--- src/rtl/alu_sched_pkg.sv ---
// Shared definitions for the ALU share scheduler: FSM states, ALU opcode
// constants and opcode classification helpers.
package alu_sched_pkg;

  typedef enum logic [1:0] {
    IDLE     = 2'd0,
    EXEC     = 2'd1,
    MUL_WAIT = 2'd2,
    RESP     = 2'd3
  } state_e;

  localparam logic [3:0] OP_ADD     = 4'b0000;
  localparam logic [3:0] OP_SUB     = 4'b0001;
  localparam logic [3:0] OP_SRL     = 4'b0010;
  localparam logic [3:0] OP_SLL     = 4'b0011;
  localparam logic [3:0] OP_AND     = 4'b0100;
  localparam logic [3:0] OP_XOR     = 4'b0101;
  localparam logic [3:0] OP_OR      = 4'b0110;
  localparam logic [3:0] OP_SRA     = 4'b1010;
  localparam logic [2:0] OP_MUL_PFX = 3'b111;

  // Multiply opcodes share a 3-bit prefix; the LSB selects the SC variant.
  function automatic logic is_mul(input logic [3:0] op);
    return op[3:1] == OP_MUL_PFX;
  endfunction

  // Opcodes the ALU defines.
  function automatic logic is_legal_op(input logic [3:0] op);
    logic legal;
    case (op)
      OP_ADD, OP_SUB, OP_SRL, OP_SLL,
      OP_AND, OP_XOR, OP_OR, OP_SRA: legal = 1'b1;
      default:                       legal = is_mul(op);
    endcase
    return legal;
  endfunction

endpackage

--- src/rtl/alu_share_scheduler_rr_arbiter.sv ---
// Combinational round-robin arbiter: grants the first asserted request at or
// above ptr, wrapping around. The pointer itself is owned by the parent.
//   req       : request vector
//   ptr       : highest-priority index this cycle
//   grant     : one-hot grant (zero when no request)
//   grant_idx : encoded grant index
//   grant_vld : any request granted
module rr_arbiter #(
  parameter int unsigned NUM_REQ  = 4,
  parameter int unsigned ID_WIDTH = $clog2(NUM_REQ)
) (
  input  logic [NUM_REQ-1:0]  req,
  input  logic [ID_WIDTH-1:0] ptr,
  output logic [NUM_REQ-1:0]  grant,
  output logic [ID_WIDTH-1:0] grant_idx,
  output logic                grant_vld
);

  int unsigned            cand;
  logic [ID_WIDTH-1:0]    cand_idx;

  // Scan from ptr upward; the first hit wins.
  always_comb begin
    grant     = '0;
    grant_idx = '0;
    grant_vld = 1'b0;
    cand      = 0;
    cand_idx  = '0;
    for (int unsigned off = 0; off < NUM_REQ; off++) begin
      cand     = (32'(ptr) + off) % NUM_REQ;
      cand_idx = ID_WIDTH'(cand);
      if (!grant_vld && req[cand_idx]) begin
        grant_vld       = 1'b1;
        grant[cand_idx] = 1'b1;
        grant_idx       = cand_idx;
      end
    end
  end

endmodule

--- src/rtl/alu_share_scheduler.sv ---
// Time-shares one PE ALU between NUM_REQ requesters. A round-robin winner's
// opcode/operands are latched and driven onto the ALU; multiply opcodes are
// held for MUL_CYCLES so the stochastic stream settles, other ops for one
// cycle. The result returns with the requester ID on a valid/ready channel.
//
// Optional feature macro: ALU_SCHED_OP_CHECK_EN
//   Adds io_resp_err; illegal opcodes bypass the ALU and return data 0, err 1.
//
// Ports:
//   clock, reset      : clock, synchronous active-high reset
//   io_req_valid/ready: per-requester handshake (ready one-hot, IDLE only)
//   io_req_op/a/b     : packed per-requester opcode and operands
//   io_alu_en/a/b/cfg : drive to the shared ALU
//   io_alu_result     : combinational ALU output
//   io_resp_*         : result channel (valid/ready, data, requester id)
//   io_busy           : scheduler not idle
module alu_share_scheduler
  import alu_sched_pkg::*;
#(
  parameter int unsigned NUM_REQ    = 4,
  parameter int unsigned DATA_WIDTH = 32,
  parameter int unsigned OUT_WIDTH  = 32,
  parameter int unsigned MUL_CYCLES = 32,
  parameter int unsigned ID_WIDTH   = $clog2(NUM_REQ)
) (
  input  logic                          clock,
  input  logic                          reset,
  input  logic [NUM_REQ-1:0]            io_req_valid,
  output logic [NUM_REQ-1:0]            io_req_ready,
  input  logic [4*NUM_REQ-1:0]          io_req_op,
  input  logic [DATA_WIDTH*NUM_REQ-1:0] io_req_a,
  input  logic [DATA_WIDTH*NUM_REQ-1:0] io_req_b,
  output logic                          io_alu_en,
  output logic [DATA_WIDTH-1:0]         io_alu_a,
  output logic [DATA_WIDTH-1:0]         io_alu_b,
  output logic [3:0]                    io_alu_cfg,
  input  logic [OUT_WIDTH-1:0]          io_alu_result,
  output logic                          io_resp_valid,
  input  logic                          io_resp_ready,
  output logic [OUT_WIDTH-1:0]          io_resp_data,
  output logic [ID_WIDTH-1:0]           io_resp_id,
`ifdef ALU_SCHED_OP_CHECK_EN
  output logic                          io_resp_err,
`endif
  output logic                          io_busy
);

  localparam int unsigned CNT_W = $clog2(MUL_CYCLES + 1);

  state_e                  state_q, state_d;
  logic [ID_WIDTH-1:0]     rr_ptr_q, rr_ptr_d;
  logic [CNT_W-1:0]        cnt_q, cnt_d;

  logic                    alu_en_d;
  logic [DATA_WIDTH-1:0]   alu_a_d, alu_b_d;
  logic [3:0]              alu_cfg_d;
  logic                    resp_valid_d;
  logic [OUT_WIDTH-1:0]    resp_data_d;
  logic [ID_WIDTH-1:0]     resp_id_d;
  logic                    busy_d;
  logic                    capture;
`ifdef ALU_SCHED_OP_CHECK_EN
  logic                    resp_err_d;
`endif

  logic [NUM_REQ-1:0]      gnt;
  logic [ID_WIDTH-1:0]     gnt_idx;
  logic                    gnt_vld;
  logic [3:0]              sel_op;
  logic [DATA_WIDTH-1:0]   sel_a, sel_b;

  rr_arbiter #(
    .NUM_REQ  (NUM_REQ),
    .ID_WIDTH (ID_WIDTH)
  ) u_arb (
    .req       (io_req_valid),
    .ptr       (rr_ptr_q),
    .grant     (gnt),
    .grant_idx (gnt_idx),
    .grant_vld (gnt_vld)
  );

  // Winning requester's payload.
  assign sel_op = io_req_op[4*gnt_idx +: 4];
  assign sel_a  = io_req_a[DATA_WIDTH*gnt_idx +: DATA_WIDTH];
  assign sel_b  = io_req_b[DATA_WIDTH*gnt_idx +: DATA_WIDTH];

  // Next-state and output decode. The io_alu_* registers double as the
  // operation latch, so they hold the request for the whole execute phase.
  always_comb begin
    state_d      = state_q;
    rr_ptr_d     = rr_ptr_q;
    cnt_d        = cnt_q;
    alu_en_d     = io_alu_en;
    alu_a_d      = io_alu_a;
    alu_b_d      = io_alu_b;
    alu_cfg_d    = io_alu_cfg;
    resp_valid_d = io_resp_valid;
    resp_data_d  = io_resp_data;
    resp_id_d    = io_resp_id;
    io_req_ready = '0;
    capture      = 1'b0;
`ifdef ALU_SCHED_OP_CHECK_EN
    resp_err_d   = io_resp_err;
`endif

    case (state_q)
      IDLE: begin
        io_req_ready = gnt;
        if (gnt_vld) begin
          rr_ptr_d  = (gnt_idx == ID_WIDTH'(NUM_REQ - 1)) ? '0 : gnt_idx + ID_WIDTH'(1);
          resp_id_d = gnt_idx;
`ifdef ALU_SCHED_OP_CHECK_EN
          if (!is_legal_op(sel_op)) begin
            // Illegal opcode never reaches the ALU.
            resp_valid_d = 1'b1;
            resp_data_d  = '0;
            resp_err_d   = 1'b1;
            state_d      = RESP;
          end else
`endif
          begin
            alu_en_d  = 1'b1;
            alu_a_d   = sel_a;
            alu_b_d   = sel_b;
            alu_cfg_d = sel_op;
            state_d   = EXEC;
          end
        end
      end

      EXEC: begin
        if (is_mul(io_alu_cfg) && (MUL_CYCLES > 1)) begin
          cnt_d   = CNT_W'(MUL_CYCLES - 1);
          state_d = MUL_WAIT;
        end else begin
          capture = 1'b1;
        end
      end

      // EXEC plus MUL_CYCLES-1 wait cycles gives exactly MUL_CYCLES enabled.
      MUL_WAIT: begin
        if (cnt_q == CNT_W'(1)) begin
          capture = 1'b1;
        end else begin
          cnt_d = cnt_q - CNT_W'(1);
        end
      end

      RESP: begin
        if (io_resp_ready) begin
          resp_valid_d = 1'b0;
          state_d      = IDLE;
        end
      end

      default: state_d = IDLE;
    endcase

    // Sample the ALU on its last enabled cycle and release its inputs.
    if (capture) begin
      resp_valid_d = 1'b1;
      resp_data_d  = io_alu_result;
      alu_en_d     = 1'b0;
      alu_a_d      = '0;
      alu_b_d      = '0;
      alu_cfg_d    = '0;
      state_d      = RESP;
`ifdef ALU_SCHED_OP_CHECK_EN
      resp_err_d   = 1'b0;
`endif
    end

    busy_d = (state_d != IDLE);
  end

  // State and registered outputs; reset discards any in-flight operation.
  always_ff @(posedge clock) begin
    if (reset) begin
      state_q       <= IDLE;
      rr_ptr_q      <= '0;
      cnt_q         <= '0;
      io_alu_en     <= 1'b0;
      io_alu_a      <= '0;
      io_alu_b      <= '0;
      io_alu_cfg    <= '0;
      io_resp_valid <= 1'b0;
      io_resp_data  <= '0;
      io_resp_id    <= '0;
      io_busy       <= 1'b0;
`ifdef ALU_SCHED_OP_CHECK_EN
      io_resp_err   <= 1'b0;
`endif
    end else begin
      state_q       <= state_d;
      rr_ptr_q      <= rr_ptr_d;
      cnt_q         <= cnt_d;
      io_alu_en     <= alu_en_d;
      io_alu_a      <= alu_a_d;
      io_alu_b      <= alu_b_d;
      io_alu_cfg    <= alu_cfg_d;
      io_resp_valid <= resp_valid_d;
      io_resp_data  <= resp_data_d;
      io_resp_id    <= resp_id_d;
      io_busy       <= busy_d;
`ifdef ALU_SCHED_OP_CHECK_EN
      io_resp_err   <= resp_err_d;
`endif
    end
  end

endmodule
--- config.mk ---
export PLATFORM = sky130hd
export DESIGN_NAME = alu_share_scheduler
export DESIGN_NICKNAME = d
export VERILOG_FILES = /design/src/rtl/alu_sched_pkg.sv /design/src/rtl/alu_share_scheduler_rr_arbiter.sv /design/src/rtl/alu_share_scheduler.sv
export SDC_FILE = /design/constraint.sdc
export NUM_CORES = 1
export LEC_CHECK = 0
export BUFFER_PORTS_ARGS = -buffer_cell sky130_fd_sc_hd__buf_2
export CORE_AREA = 5 5 161 163
export CTS_CLUSTER_DIAMETER = 80
export DETAILED_ROUTE_END_ITERATION = 8
export DIE_AREA = 0 0 166 168
export PLACE_DENSITY = 0.59
export SYNTH_ARGS = -nofsm -noshare
export SYNTH_HDL_FRONTEND = slang
export SYNTH_SLANG_ARGS = --single-unit
--- constraint.sdc ---
create_clock -name clock -period 4.6 [get_ports clock]
set_input_delay 0.23 -clock clock [delete_from_list [all_inputs] [get_ports clock]]
set_output_delay 0.23 -clock clock [all_outputs]
set_load 0.005 [all_outputs]
After elaboration in Yosys (flattened, before gate mapping)

Index checks and enable logic that the tools add are counted.

Div/mod/pow operators: 0
Equality and inequality tests: 8
$lt $le $gt $ge: 8
Add/sub/neg operators: 5
Bitwise logic cells: 3
Multiplexer cells: 44
Multipliers: 0
Reduce and logical (&&, ||, !) cells: 19
Shift operators: 3

Operators with widths:

| cell                  | count |
|---|---|
| $shiftx A128 B8 Y32   | 2 |
| $mux W4               | 5 |
| $mux W2               | 9 |
| $mux W1               | 17 |
| $shiftx A16 B5 Y4     | 1 |
| $lt A2 B3 Y1 const B  | 4 |
| $mux W6               | 2 |
| $or A4 B4 Y4          | 3 |
| $pmux W6 S2           | 1 |
| $bmux W1 S2           | 4 |
| $demux W1 S2          | 4 |
| $ge A2 B1 Y1 const B  | 4 |
| $reduce_bool A2 Y1    | 4 |
| $logic_and A1 B1 Y1   | 7 |
| $eq A2 B2 Y1 const B  | 3 |
| $eq A6 B1 Y1 const B  | 1 |
| $pmux W2 S3           | 1 |
| $sub A6 B1 Y6 const B | 1 |
| $add A2 B1 Y2 const B | 2 |
| $add A2 B2 Y2 const B | 2 |
| $ne A2 B2 Y1 const B  | 2 |
| $reduce_and A2 Y1     | 2 |
| $eq A3 B3 Y1 const B  | 1 |
| $logic_not A1 Y1      | 3 |
| 5 further kinds       | 5 |

Input bits: 311
Register bits: 115
Bits in writable memories: 0
Memories: 0
Output and inout bits: 109
Latch bits: 0
Logic and storage cells: 101
Bits in read-only memories: 0

Longest topological paths before layout

Gate-level depths: netlist of the first run.

Depth after elaboration: 16
Mapped depth: 13

Hierarchy

From an unflattened synthesis of the first run, not the netlist that was laid out.

Cell total of the unflattened synthesis: 668
Area, all modules: 6421.2 µm²

Modules (own cells, without submodules):

| module              | area each (µm²) | times used | cells each |
|---|---|---|---|
| alu_share_scheduler | 6002.0          | 1          | 623 |
| rr_arbiter          | 419.2           | 1          | 45 |

Least setup slack after synthesis of the first run

No wires, ideal clock.

Path type: register to register
Start: register rr_ptr_q[0]
End: register io_alu_a[0]
Cell stages (with the launch flop): 14
Arrival: 3.085 ns
Setup slack: 1.376 ns
Setup time: 0.139 ns
Cells stage by stage: dfxtp_1 -> buf_2 -> inv_1 -> ha_1 -> buf_2 -> mux4_2 -> o21bai_1 -> and2_1 -> clkbuf_1 -> buf_6 -> nor2_8 -> buf_6 -> mux2i_1 -> o211ai_2

Longest elaborated chain between the ends: 13
Elaborated cells on any way between the ends: 27
Those cells by class: add/sub: 3; shift: 1; mux: 16; reduce/logical: 7

Ends and longest elaborated chain:

| element                                                | RTL line                   | RTL |
|---|---|---|
| start, declared                                        | alu_share_scheduler.sv:51  | `logic [ID_WIDTH-1:0] rr_ptr_q, rr_ptr_d;` |
| start signal, assigned                                 | alu_share_scheduler.sv:196 | `rr_ptr_q <= rr_ptr_d;` |
| branches (longest 13 deep; another with $add A2 B1 Y2) | -                          |  |
| end signal, assigned                                   | alu_share_scheduler.sv:199 | `io_alu_a <= alu_a_d;` |
| end, declared                                          | alu_share_scheduler.sv:34  | `output logic [DATA_WIDTH-1:0] io_alu_a,` |

Several ways; the timed one is not identified. The select of a mux whose other input is x is not followed.
A chain may end at the register's enable or synchronous reset.

Final worst setup path of the first run

Start: register rr_ptr_q[1]
End: register io_alu_a[0]

The elaborated chain is that of the path after synthesis.

==> results of run 1 <==
routing by layer:
| metal | up-vias | part of all wire, % | track usage, % |
|---|---|---|---|
| met3 | 29 | 8.1 | 5.96 |
| met4 | 0 | 1.9 | 5.67 |
| met5 | - | 0 | 0 |
| met2 | 331 | 50 | 35.0 |
| met1 | 3616 | 40 | 23.7 |
| li1 | 3742 | - | - |
worst reg2reg max path: stages, from the launching register on:
cell and delay [ns]:
dfxtp_1 0.54, inv_1 0.17, ha_1 0.49, mux4_2 0.62, o21bai_1 0.22, and2_2 0.25
nor2_8 0.65, buf_12 0.44, mux2i_1 0.32, o211ai_2 0.09
synthesized netlist by cell type, types with 2 or more instances:
master    number
a221oi_1       4
inv_1          8
a22oi_1        6
a211oi_1       3
mux4_2         3
a311oi_1       3
ha_1          14
o211ai_2      68
a21o_1        69
nor2b_1        9
nor3b_1        2
buf_1          7
o21ai_0       51
nand2b_1       4
nor2_1        16
nor3_1         3
clkbuf_1      52
buf_2         10
or3_1          3
nand3_1       70
mux2i_1       70
a21oi_1       41
dfxtp_1      115
o21ai_1       21
buf_6          8
nand2_1      145
o31ai_1        2
and2_1         2
layout make-up:
| type | count | area (um2) | share of cell area (%) |
|---|---|---|---|
| Multi-Input combinational cell | 627 | 4320 | 43.3 |
| Clock inverter | 15 | 195 | 1.96 |
| Tap cell | 324 | 405 | 4.07 |
| Antenna cell | 3 | 7.51 | 0.0753 |
| Timing Repair Buffer | 438 | 2290 | 23.0 |
| Sequential cell | 115 | 2300 | 23.1 |
| Clock buffer | 17 | 425 | 4.27 |
| Inverter | 8 | 30.0 | 0.301 |
flip-flops by register name, summed over array words and instances, names as in the netlist:
signal	flops
rr_ptr_q	2
io_busy	1
io_resp_valid	1
io_resp_id	2
io_alu_cfg	4
io_resp_data	32
state_q	2
io_alu_a	32
io_alu_en	1
cnt_q	6
io_alu_b	32
power groups by stage:
stage	clock network (uW)	registers, uW	logic [uW]
2_1_floorplan	0	1670	2290
3_3_place_gp	0	1660	3450
3_5_place_dp	0	1670	3500
4_1_cts	1460	1660	3500
5_1_grt	1510	1710	3780
6_report	1420	1660	3460
stage by stage:
stage               setup slack (ns)  cell area (um2)  utilization, %  cells
floorplan                       1.38             6980               -    827
global placement               0.833             9340            38.6   1512
detailed placement             0.681             9340            38.6   1512
CTS                            0.686             9960            41.2   1544
global route                   0.465             9970            41.2   1546
finish                         0.680             9970            41.2   1547
worst paths after layout:
kind,to,slack [ns],start
setup / recovery,io_alu_a[0],0.68,rr_ptr_q[1]
setup reg to reg,io_alu_a[0],0.68,rr_ptr_q[1]
hold / removal,io_resp_data[23],0.06,io_alu_result[23]
hold reg to reg,io_resp_data[14],0.45,io_resp_data[14]
cells in the final DEF, fill, tap and decap left out, drive strengths merged, types with 6 or more instances in the layout:
cell type / instances
o211ai: 68
mux2i: 70
nand2: 145
dfxtp: 115
clkbuf: 17
inv: 15
nand3: 70
o21ai: 72
a21oi: 41
buf: 438
nor2: 17
a22oi: 6
nor2b: 9
a21o: 69
ha: 14
cells by family after synthesis:
| group | after synthesis | synth area share [%] |
|---|---|---|
| mux | 74 | 11.2 |
| compound gates | 278 | 31.0 |
| flops | 115 | 33.0 |
| simple gates | 260 | 16.5 |
| buf+inv | 85 | 5.61 |
| xor+xnor | 1 | 0.126 |
| fa+ha+maj | 14 | 2.51 |
==> results.yml, run 1 <==
status:
  status: "completed"
floorplan:
  ios: 420
  initial_core_util_pct: 28.9
  die_w_um: 166
  core_area_um2: 24200
  die_area_um2: 27900
  fp-row-count: 57
  dieHeight_um: 168
worst_setup_path:
  critical_path_class: "reg2reg"
  cp.depth: 9
  slowest_delay_ns: 0.65
  worstPathCellList: "inv_1 > ha_1 > mux4_2 > o21bai_1 > and2_2 > nor2_8 > buf_12 > mux2i_1 > o211ai_2"
  crit_path_top_delay_cell: "nor2_8"
  critPathCaptureType: "flip-flop"
  cp.required_ns: 4.88
  crit_fanout: 36
  critPathTopFamily: "multiplexers"
  startpoint_type: "flip-flop"
  cp.arrival_ns: 4.20
  critical_path_buf_inv_count: 2
  r2r_cells: 9
pwr:
  power_density_nw_per_um2: 656
  clock_power_share_pct: 21.8
  p_comb_share_pct: 52.9
  leakage_uw: 0.00498
  switching_share_pct: 43.4
  totalPowerFinal_uw: 6540
  power.internal_uw: 3700
  switchingPower_uw: 2840
  p_seq_share_pct: 25.3
  peakVddDrop_v: 0.000318
clock_tree:
  cts_resized: 0
  clk_path_buf_depth: 2
  cts-hold-fix-buffers: 0
  cts_sinks: 115
  root_buffer: "clkbuf_16"
  clock_latency_ns: 0.41
  cts-htree-levels: 4
  cts_buffers: 17
  clk_pin_slew_worst_paths_ns: 0.06
  cts_tree: "yes"
  post_cts_buffers: 0
sta:
  timing.hold.ws_ns: 0.0571
  worst_pin_slew_ns: 0.859
  hold_violations: 0
  post-route-min-period_ns: 3.92
  clock.fmax_mhz: 255
  slew_headroom_pct: 42.7
  period_share_pct: 85.2
  finalClockSkew_ns: 0.0118
  slew_violations: 0
  finalSetupTns_ns: 0
  rsz0062_at_grt: "false"
  setup_violations: 0
yosys:
  synth.top_cell.area_share_pct: 33.0
  yosysWarningCount: 0
  ys_ff_latch: 115
  syn_avg_cell_area_um2: 8.43
  synth_enable_flop_cells: 0
  synthTopCellsByArea: "dfxtp_1 (33%), o211ai_2 (12%), mux2i_1 (10%), nand2_1 (7.8%), a21o_1 (7.4%)"
  synth_nets: 1152
  async_reset_ff_share_pct: 0
  yosysSeqAreaShare_pct: 33.0
  synth_top_area_cell: "dfxtp_1"
  post_synth_num_cell_types: 46
  netlist_area_um2: 6980
  synth_top_flop_cell: "dfxtp_1"
  synthesis.instances: 827
route:
  routed_wirelength_mm: 29.5
  ant_nets: 0
  first_iter_violations: 473
  viasPerCell: 4.99
  drt_first_pass_iters: 5
  wl_per_cell_um: 19.1
  route.detailed.drc: 0
  vias: 7718
worst_hold_path:
  hp-class: "in2reg"
  whs_path_depth: 3
flow_run:
  drv_cap: 0
cells_and_area:
  layout-drive-gt1-share_pct: 45.2
  nets: 1532
  fillerInstances: 2480
  syn2layout_area_growth_pct: 43.0
placement:
  gp_congestion: 0.903
  dp_hpwl_mm: 22.2
  port_buffers: 419
global_routing:
  grt_usage_pct: 19.9
  grt_max_degree: 69
  grt-ovfl-total: 0
  antenna_found_initial: 3
  grt_pass1_wl_mm: 44.6
  grt_pass1_vias: 7804
(Power assumes the default switching activity.)
==> run 2, diff against run 1 <==
--- a/config.mk
+++ b/config.mk
@@ -6,11 +6,13 @@
 export NUM_CORES = 1
 export LEC_CHECK = 0
 export BUFFER_PORTS_ARGS = -buffer_cell sky130_fd_sc_hd__buf_2
-export CORE_AREA = 5 5 161 163
+export CELL_PAD_IN_SITES_DETAIL_PLACEMENT = 0
+export CELL_PAD_IN_SITES_GLOBAL_PLACEMENT = 1
+export CORE_MARGIN = 5
+export CORE_UTILIZATION = 30
 export CTS_CLUSTER_DIAMETER = 80
 export DETAILED_ROUTE_END_ITERATION = 8
-export DIE_AREA = 0 0 166 168
-export PLACE_DENSITY = 0.59
+export PLACE_DENSITY = 0.82
 export SYNTH_ARGS = -nofsm -noshare
 export SYNTH_HDL_FRONTEND = slang
 export SYNTH_SLANG_ARGS = --single-unit
==> run 2 against run 1 <==
First-iteration DRC count is 24% higher. Final cell count fell by 0.84%. Cell area down 0.60%. Hold slack worse by 0.0049 ns. Critical path depth unchanged. Non-clock buffer count decreased by 2. Critical path type unchanged.
==> results.yml, run 2 (same netlist as run 1, synthesis figures left out) <==
status:
  status: "completed"
global_routing:
  grt_usage_pct: 21.6
  antenna_found_initial: 3
  grt-ovfl-total: 0
  grt_pass1_wl_mm: 44.7
  grt_max_degree: 69
  grt_pass1_vias: 7780
sta:
  timing.hold.ws_ns: 0.0522
  hold_violations: 0
  setup_violations: 0
  worst_pin_slew_ns: 0.998
  post-route-min-period_ns: 3.57
  period_share_pct: 77.7
  rsz0062_at_grt: "false"
  slew_headroom_pct: 33.4
  finalSetupTns_ns: 0
  clock.fmax_mhz: 280
  slew_violations: 0
  finalClockSkew_ns: 0.00975
clock_tree:
  cts_resized: 0
  clk_path_buf_depth: 2
  cts_sinks: 115
  root_buffer: "clkbuf_16"
  cts-hold-fix-buffers: 0
  clock_latency_ns: 0.41
  cts_buffers: 17
  post_cts_buffers: 0
  clk_pin_slew_worst_paths_ns: 0.06
  cts_tree: "yes"
  cts-htree-levels: 4
route:
  viasPerCell: 5.03
  vias: 7712
  drt_first_pass_iters: 7
  wl_per_cell_um: 19.7
  route.detailed.drc: 0
  first_iter_violations: 587
  routed_wirelength_mm: 30.3
  ant_nets: 0
placement:
  dp.cells: 1499
  port_buffers: 419
  gp_congestion: 0.853
  dp_hpwl_mm: 22.4
worst_setup_path:
  crit_path_top_delay_cell: "mux4_2"
  critical_path_buf_inv_count: 2
  timing.rr.end: "io_alu_a[2]"
  critical_path_class: "reg2reg"
  critPathCaptureType: "flip-flop"
  crit_fanout: 45
  worstPathCellList: "inv_1 > ha_1 > mux4_2 > nor2b_1 > o21a_2 > buf_4 > o21ai_0 > a21o_1 > o211ai_2"
  slowest_delay_ns: 0.61
  r2r_cells: 9
  cp.required_ns: 4.94
  startpoint_type: "flip-flop"
  cp.arrival_ns: 3.91
  critPathTopFamily: "compound AO/OA/AOI/OAI gates"
  worstSetupStartpoint: "rr_ptr_q[1]"
  r2r-start: "rr_ptr_q[1]"
  r2r_setup_slack_ns: 1.03
cells_and_area:
  fillerInstances: 2298
  syn2layout_area_growth_pct: 42.1
  post-route-util_pct: 43.5
  mostFrequentLayoutCell: "buf_2"
  layout-drive-gt1-share_pct: 45.0
  final_cell_mix: "buf_2 (419), nand2_1 (144), dfxtp_1 (115)"
  top_regs: "io_alu_a: 32 flops, io_alu_b: 32 flops, io_resp_data: 32 flops"
  multi_input_area_um2: 4320
  layout.cells.non_filler: 1534
  nets: 1530
  regArea_um2: 2300
worst_hold_path:
  hp-class: "in2reg"
  hold_path_end: "io_resp_data[7]"
  worstHoldStart: "io_alu_result[7]"
  whs_path_depth: 3
floorplan:
  dieHeight_um: 162
  ios: 420
  die_w_um: 162
  fp-row-count: 55
  initial_core_util_pct: 30.6
  core_area_um2: 22800
  die_area_um2: 26400
flow_run:
  drv_cap: 0
pwr:
  power_density_nw_per_um2: 656
  peakVddDrop_v: 0.000356
  leakage_uw: 0.00495
-- run 2: metrics by stage --
| stage | total power, uW | cell area [um2] | worst slack (ns) |
|---|---|---|---|
| 6_report | 6500 | 9910 | 1.03 |
| 5_1_grt | 6950 | 9910 | 0.835 |
| 4_1_cts | 6580 | 9900 | 1.09 |
| 3_3_place_gp | 5120 | 9300 | 1.20 |
| 3_5_place_dp | 5170 | 9300 | 1.09 |
| 2_1_floorplan | 3960 | 6980 | 1.38 |
-- run 2: layout make-up --
type / count / share of cell area [%]
multi-input combinational: 627 / 43.5
sequential: 115 / 23.2
timing repair buffer: 436 / 22.8
clock buffer: 19 / 4.47
tap: 313 / 3.95
clock inverter: 13 / 1.60
inverter: 8 / 0.303
antenna: 3 / 0.0757
-- run 2: layer usage --
| layer | vias to the layer above | track usage (%) | share of wire, % |
|---|---|---|---|
| met4 | 0 | 6.69 | 2.1 |
| met3 | 30 | 5.59 | 8.3 |
| met1 | 3592 | 26.2 | 40 |
| met5 | - | 0 | 0 |
| li1 | 3739 | - | - |
| met2 | 351 | 37.4 | 49 |
-- run 2: worst reg2reg max path, stage by stage, from the launching register on --
cell and delay (ns):
dfxtp_1 0.53, inv_1 0.20, ha_1 0.50, mux4_2 0.61, nor2b_1 0.43, o21a_2 0.28, buf_4 0.46, o21ai_0 0.21
a21o_1 0.22, o211ai_2 0.07
-- run 2: worst max-delay path by stage --
stage | endpoint | slack, ns | cells past startpoint
3_5_place_dp | io_alu_b[1] | 1.09 | 9
2_1_floorplan | io_alu_a[0] | 1.38 | 13
4_1_cts | io_alu_b[13] | 1.09 | 9
5_1_grt | io_alu_b[13] | 0.84 | 9
6_report | io_alu_a[2] | 1.03 | 9
3_3_place_gp | io_alu_cfg[0] | 1.20 | 10
-- run 2: where the power goes --
| part | internal (uW) | leakage (uW) | total (uW) | switching (uW) |
|---|---|---|---|---|
| registers | 1410 | 0.000944 | 1650 | 247 |
| clock network | 865 | 0.000289 | 1380 | 510 |
| logic | 1400 | 0.00372 | 3470 | 2070 |
==> run 3, diff against run 2 <==
--- a/config.mk
+++ b/config.mk
@@ -5,14 +5,15 @@
 export SDC_FILE = /design/constraint.sdc
 export NUM_CORES = 1
 export LEC_CHECK = 0
+export ABC_AREA = 1
 export BUFFER_PORTS_ARGS = -buffer_cell sky130_fd_sc_hd__buf_2
 export CELL_PAD_IN_SITES_DETAIL_PLACEMENT = 0
 export CELL_PAD_IN_SITES_GLOBAL_PLACEMENT = 1
 export CORE_MARGIN = 5
-export CORE_UTILIZATION = 30
+export CORE_UTILIZATION = 29
 export CTS_CLUSTER_DIAMETER = 80
 export DETAILED_ROUTE_END_ITERATION = 8
-export PLACE_DENSITY = 0.82
+export PLACE_DENSITY = 0.83
 export SYNTH_ARGS = -nofsm -noshare
 export SYNTH_HDL_FRONTEND = slang
 export SYNTH_SLANG_ARGS = --single-unit
==> constraint.sdc (replaced) <==
create_clock -name clock -period 3.3 [get_ports clock]
set_input_delay 0.165 -clock clock [delete_from_list [all_inputs] [get_ports clock]]
set_output_delay 0.165 -clock clock [all_outputs]
set_load 0.005 [all_outputs]
==> run 3 against run 2 <==
Clock skew is 0.0053 ns higher. Global-route usage is 1.9 points lower. Power is 77% higher. Combinational power is 110% higher. Non-clock buffer count is 30 higher. Setup slack worse by 0.58 ns. Critical path depth is 5 higher. Fmax is 25% higher. Core utilization is 1.8 points lower. Wire length is 1.5% higher. Hold slack worse by 0.012 ns. Sequential share of layout area is 2.1 points lower. Critical path type unchanged. Critical endpoint is now io_alu_b[6]. Largest cell class unchanged. Highest routed layer is now met5.
==> results.yml, run 3 <==
sta:
  period_share_pct: 86.5
  slew_violations: 0
  setup_violations: 0
  rsz0062_at_grt: "false"
  worst_pin_slew_ns: 0.943
  finalSetupTns_ns: 0
  hold_violations: 0
  finalClockSkew_ns: 0.0151
  slew_headroom_pct: 37.0
  clock.fmax_mhz: 350
  post-route-min-period_ns: 2.85
yosys:
  yosysSeqAreaShare_pct: 29.9
  post_synth_num_cell_types: 33
  synth_top_family_by_area: "simple AND/OR/NAND/NOR gates"
  synth_nets: 1634
  yosys.area_share.simple_pct: 48.0
  synth_top_area_cell: "dfxtp_1"
  synthTopCellsByCount: "nand2_1 (289), nor2_1 (289), inv_1 (190)"
  synth_mux_area_share_pct: 0
  synthesis.instances: 1309
  yosys.area_share.adder_pct: 2.28
  synth_top_flop_cell: "dfxtp_1"
  yosysWarningCount: 0
  synthTopCellsByArea: "dfxtp_1 (30%), nand2_1 (14%), nor2_1 (14%), nand3_1 (11%), inv_1 (9.3%)"
  async_reset_ff_share_pct: 0
  synth.top_cell.area_share_pct: 29.9
  synthXorXnorAreaFrac_pct: 0.114
  ys_ff_latch: 115
  syn_avg_cell_area_um2: 5.88
  synth_compound_area_share_pct: 4.54
  netlist_area_um2: 7690
  synth_enable_flop_cells: 0
worst_setup_path:
  cp.required_ns: 3.65
  worstSetupStartpoint: "rr_ptr_q[1]"
  critPathCaptureType: "flip-flop"
  r2r_cells: 14
  startpoint_type: "flip-flop"
  crit_fanout: 38
  r2r-start: "rr_ptr_q[1]"
  r2r_setup_slack_ns: 0.45
  timing.rr.end: "io_alu_b[6]"
  critical_path_class: "reg2reg"
  cp.arrival_ns: 3.21
  cp-endpoint: "io_alu_b[6]"
floorplan:
  die_w_um: 173
  core_area_um2: 26100
  ios: 420
  die_area_um2: 29900
  initial_core_util_pct: 29.5
  fp-row-count: 59
  dieHeight_um: 173
status:
  status: "completed"
cells_and_area:
  top_regs: "io_alu_a: 32 flops, io_alu_b: 32 flops, io_resp_data: 32 flops"
  layout.cells.non_filler: 2068
  nets: 2041
  layout-drive-gt1-share_pct: 28.5
  mostFrequentLayoutCell: "buf_2"
  final_cell_mix: "buf_2 (419), nand2_1 (287), nor2_1 (286)"
  syn2layout_area_growth_pct: 41.4
route:
  vias: 9403
  drt_first_pass_iters: 5
  route.detailed.drc: 0
  viasPerCell: 4.55
  ant_nets: 0
  routed_wirelength_mm: 30.7
  first_iter_violations: 454
  wl_per_cell_um: 14.9
pwr:
  p_seq_share_pct: 19.3
  switchingPower_uw: 5920
  power.internal_uw: 5590
  clock_power_share_pct: 16.3
  switching_share_pct: 51.4
  power_density_nw_per_um2: 1060
  peakVddDrop_v: 0.00106
  p_comb_share_pct: 64.4
  leakage_uw: 0.00632
global_routing:
  grt_pass1_wl_mm: 48.4
  grt_pass1_vias: 9132
  grt-ovfl-total: 0
  grt_usage_pct: 19.6
  grt_max_degree: 104
  antenna_found_initial: 6
placement:
  gp_congestion: 0.888
  dp.cells: 2000
  port_buffers: 419
  dp_hpwl_mm: 22.3
flow_run:
  drv_cap: 0
clock_tree:
  clock_latency_ns: 0.42
  clk_pin_slew_worst_paths_ns: 0.06
  cts_buffers: 17
  cts_sinks: 115
  cts-htree-levels: 4
  cts_tree: "yes"
  root_buffer: "clkbuf_16"
  clk_path_buf_depth: 2
worst_hold_path:
  hp-class: "in2reg"
[run 3: changes by cell type after synthesis, moves of 28 or more]
cell / change
nor2_1: +273
inv_1: +182
nand2_1: +144
nand3_1: +104
mux2i_1: -70
a21o_1: -69
o211ai_2: -68
nor3b_1: +36
a21oi_1: -28
nand3b_1: +28
[run 3: how the worst min path moves through the flow]
stage	start	to	slack, ns	cells past startpoint
6_report	io_resp_ready	io_resp_valid	0.04	4
5_1_grt	reset	io_resp_id[1]	0.06	2
4_1_cts	io_resp_ready	io_resp_valid	0.02	4
3_5_place_dp	io_alu_result[22]	io_resp_data[22]	0.39	3
3_3_place_gp	io_alu_result[27]	io_resp_data[27]	0.39	3
2_1_floorplan	io_alu_result[0]	io_resp_data[0]	0.30	2
[run 3: area by class of cell]
cell class	count	area (um2)
fill	2846	15200
multi-input combinational	920	4260
timing repair buffer	466	2570
sequential	115	2300
inverter	196	739
clock buffer	17	425
tap	335	419
clock inverter	15	158
antenna	4	10.0
[run 3: what timing repair did]
action                                 in CTS  in global routing
endpoints found under the hold margin      32                  0
buffers inserted                            0                  0
setup endpoints to repair                   0                  0
hold buffers                               32                  0
gates resized for setup                     0                  0
[run 3: power by group through the flow]
stage | logic [uW] | clock network [uW] | registers [uW]
after floorplan | 5380 | 0 | 2290
after global placement | 7380 | 0 | 2230
after detailed placement | 7460 | 0 | 2240
after CTS | 7520 | 1950 | 2220
after global routing | 8430 | 2000 | 2290
final | 7410 | 1880 | 2220
[run 3: logic make-up after synthesis]
logic type,count (synthesis)
flip-flops,115
AO/OA/AOI/OAI,66
buffers and inverters,274
AND/OR/NAND/NOR,839
adder cells (fa/ha/maj),14
XOR/XNOR,1
[run 3: critical path, cell delays in order, from the launching register on]
cell and delay [ns]:
dfxtp_1 0.29, buf_4 0.16, inv_1 0.22, ha_1 0.31, inv_1 0.10, nand3_1 0.11, nand2_1 0.13, nand4_1 0.17
nand2_2 0.16, nand2_8 0.15, inv_2 0.55, nand2_1 0.14, nand3_1 0.13, nand2_1 0.05, nor2_1 0.08
[run 3: stage by stage]
stage | setup slack [ns] | util (%) | total power (uW) | area (um2) | hold WS (ns)
6_report | 0.445 | 41.8 | 11500 | 10900 | 0.0406
5_1_grt | 0.171 | 41.8 | 12700 | 10900 | 0.0624
4_1_cts | 0.455 | 41.7 | 11700 | 10900 | 0.0197
3_3_place_gp | 0.575 | 38.2 | 9610 | 9970 | 0.386
3_5_place_dp | 0.470 | 38.2 | 9710 | 9970 | 0.395
2_1_floorplan | 1.03 | - | 7680 | 7690 | 0.300
[run 3: routing by layer]
layer | GRT usage [%] | wire length, um
met4 | 6.26 | 628
met2 | 34.2 | 15000
met1 | 23.6 | 12900
met3 | 5.11 | 2170
met5 | 0 | 19
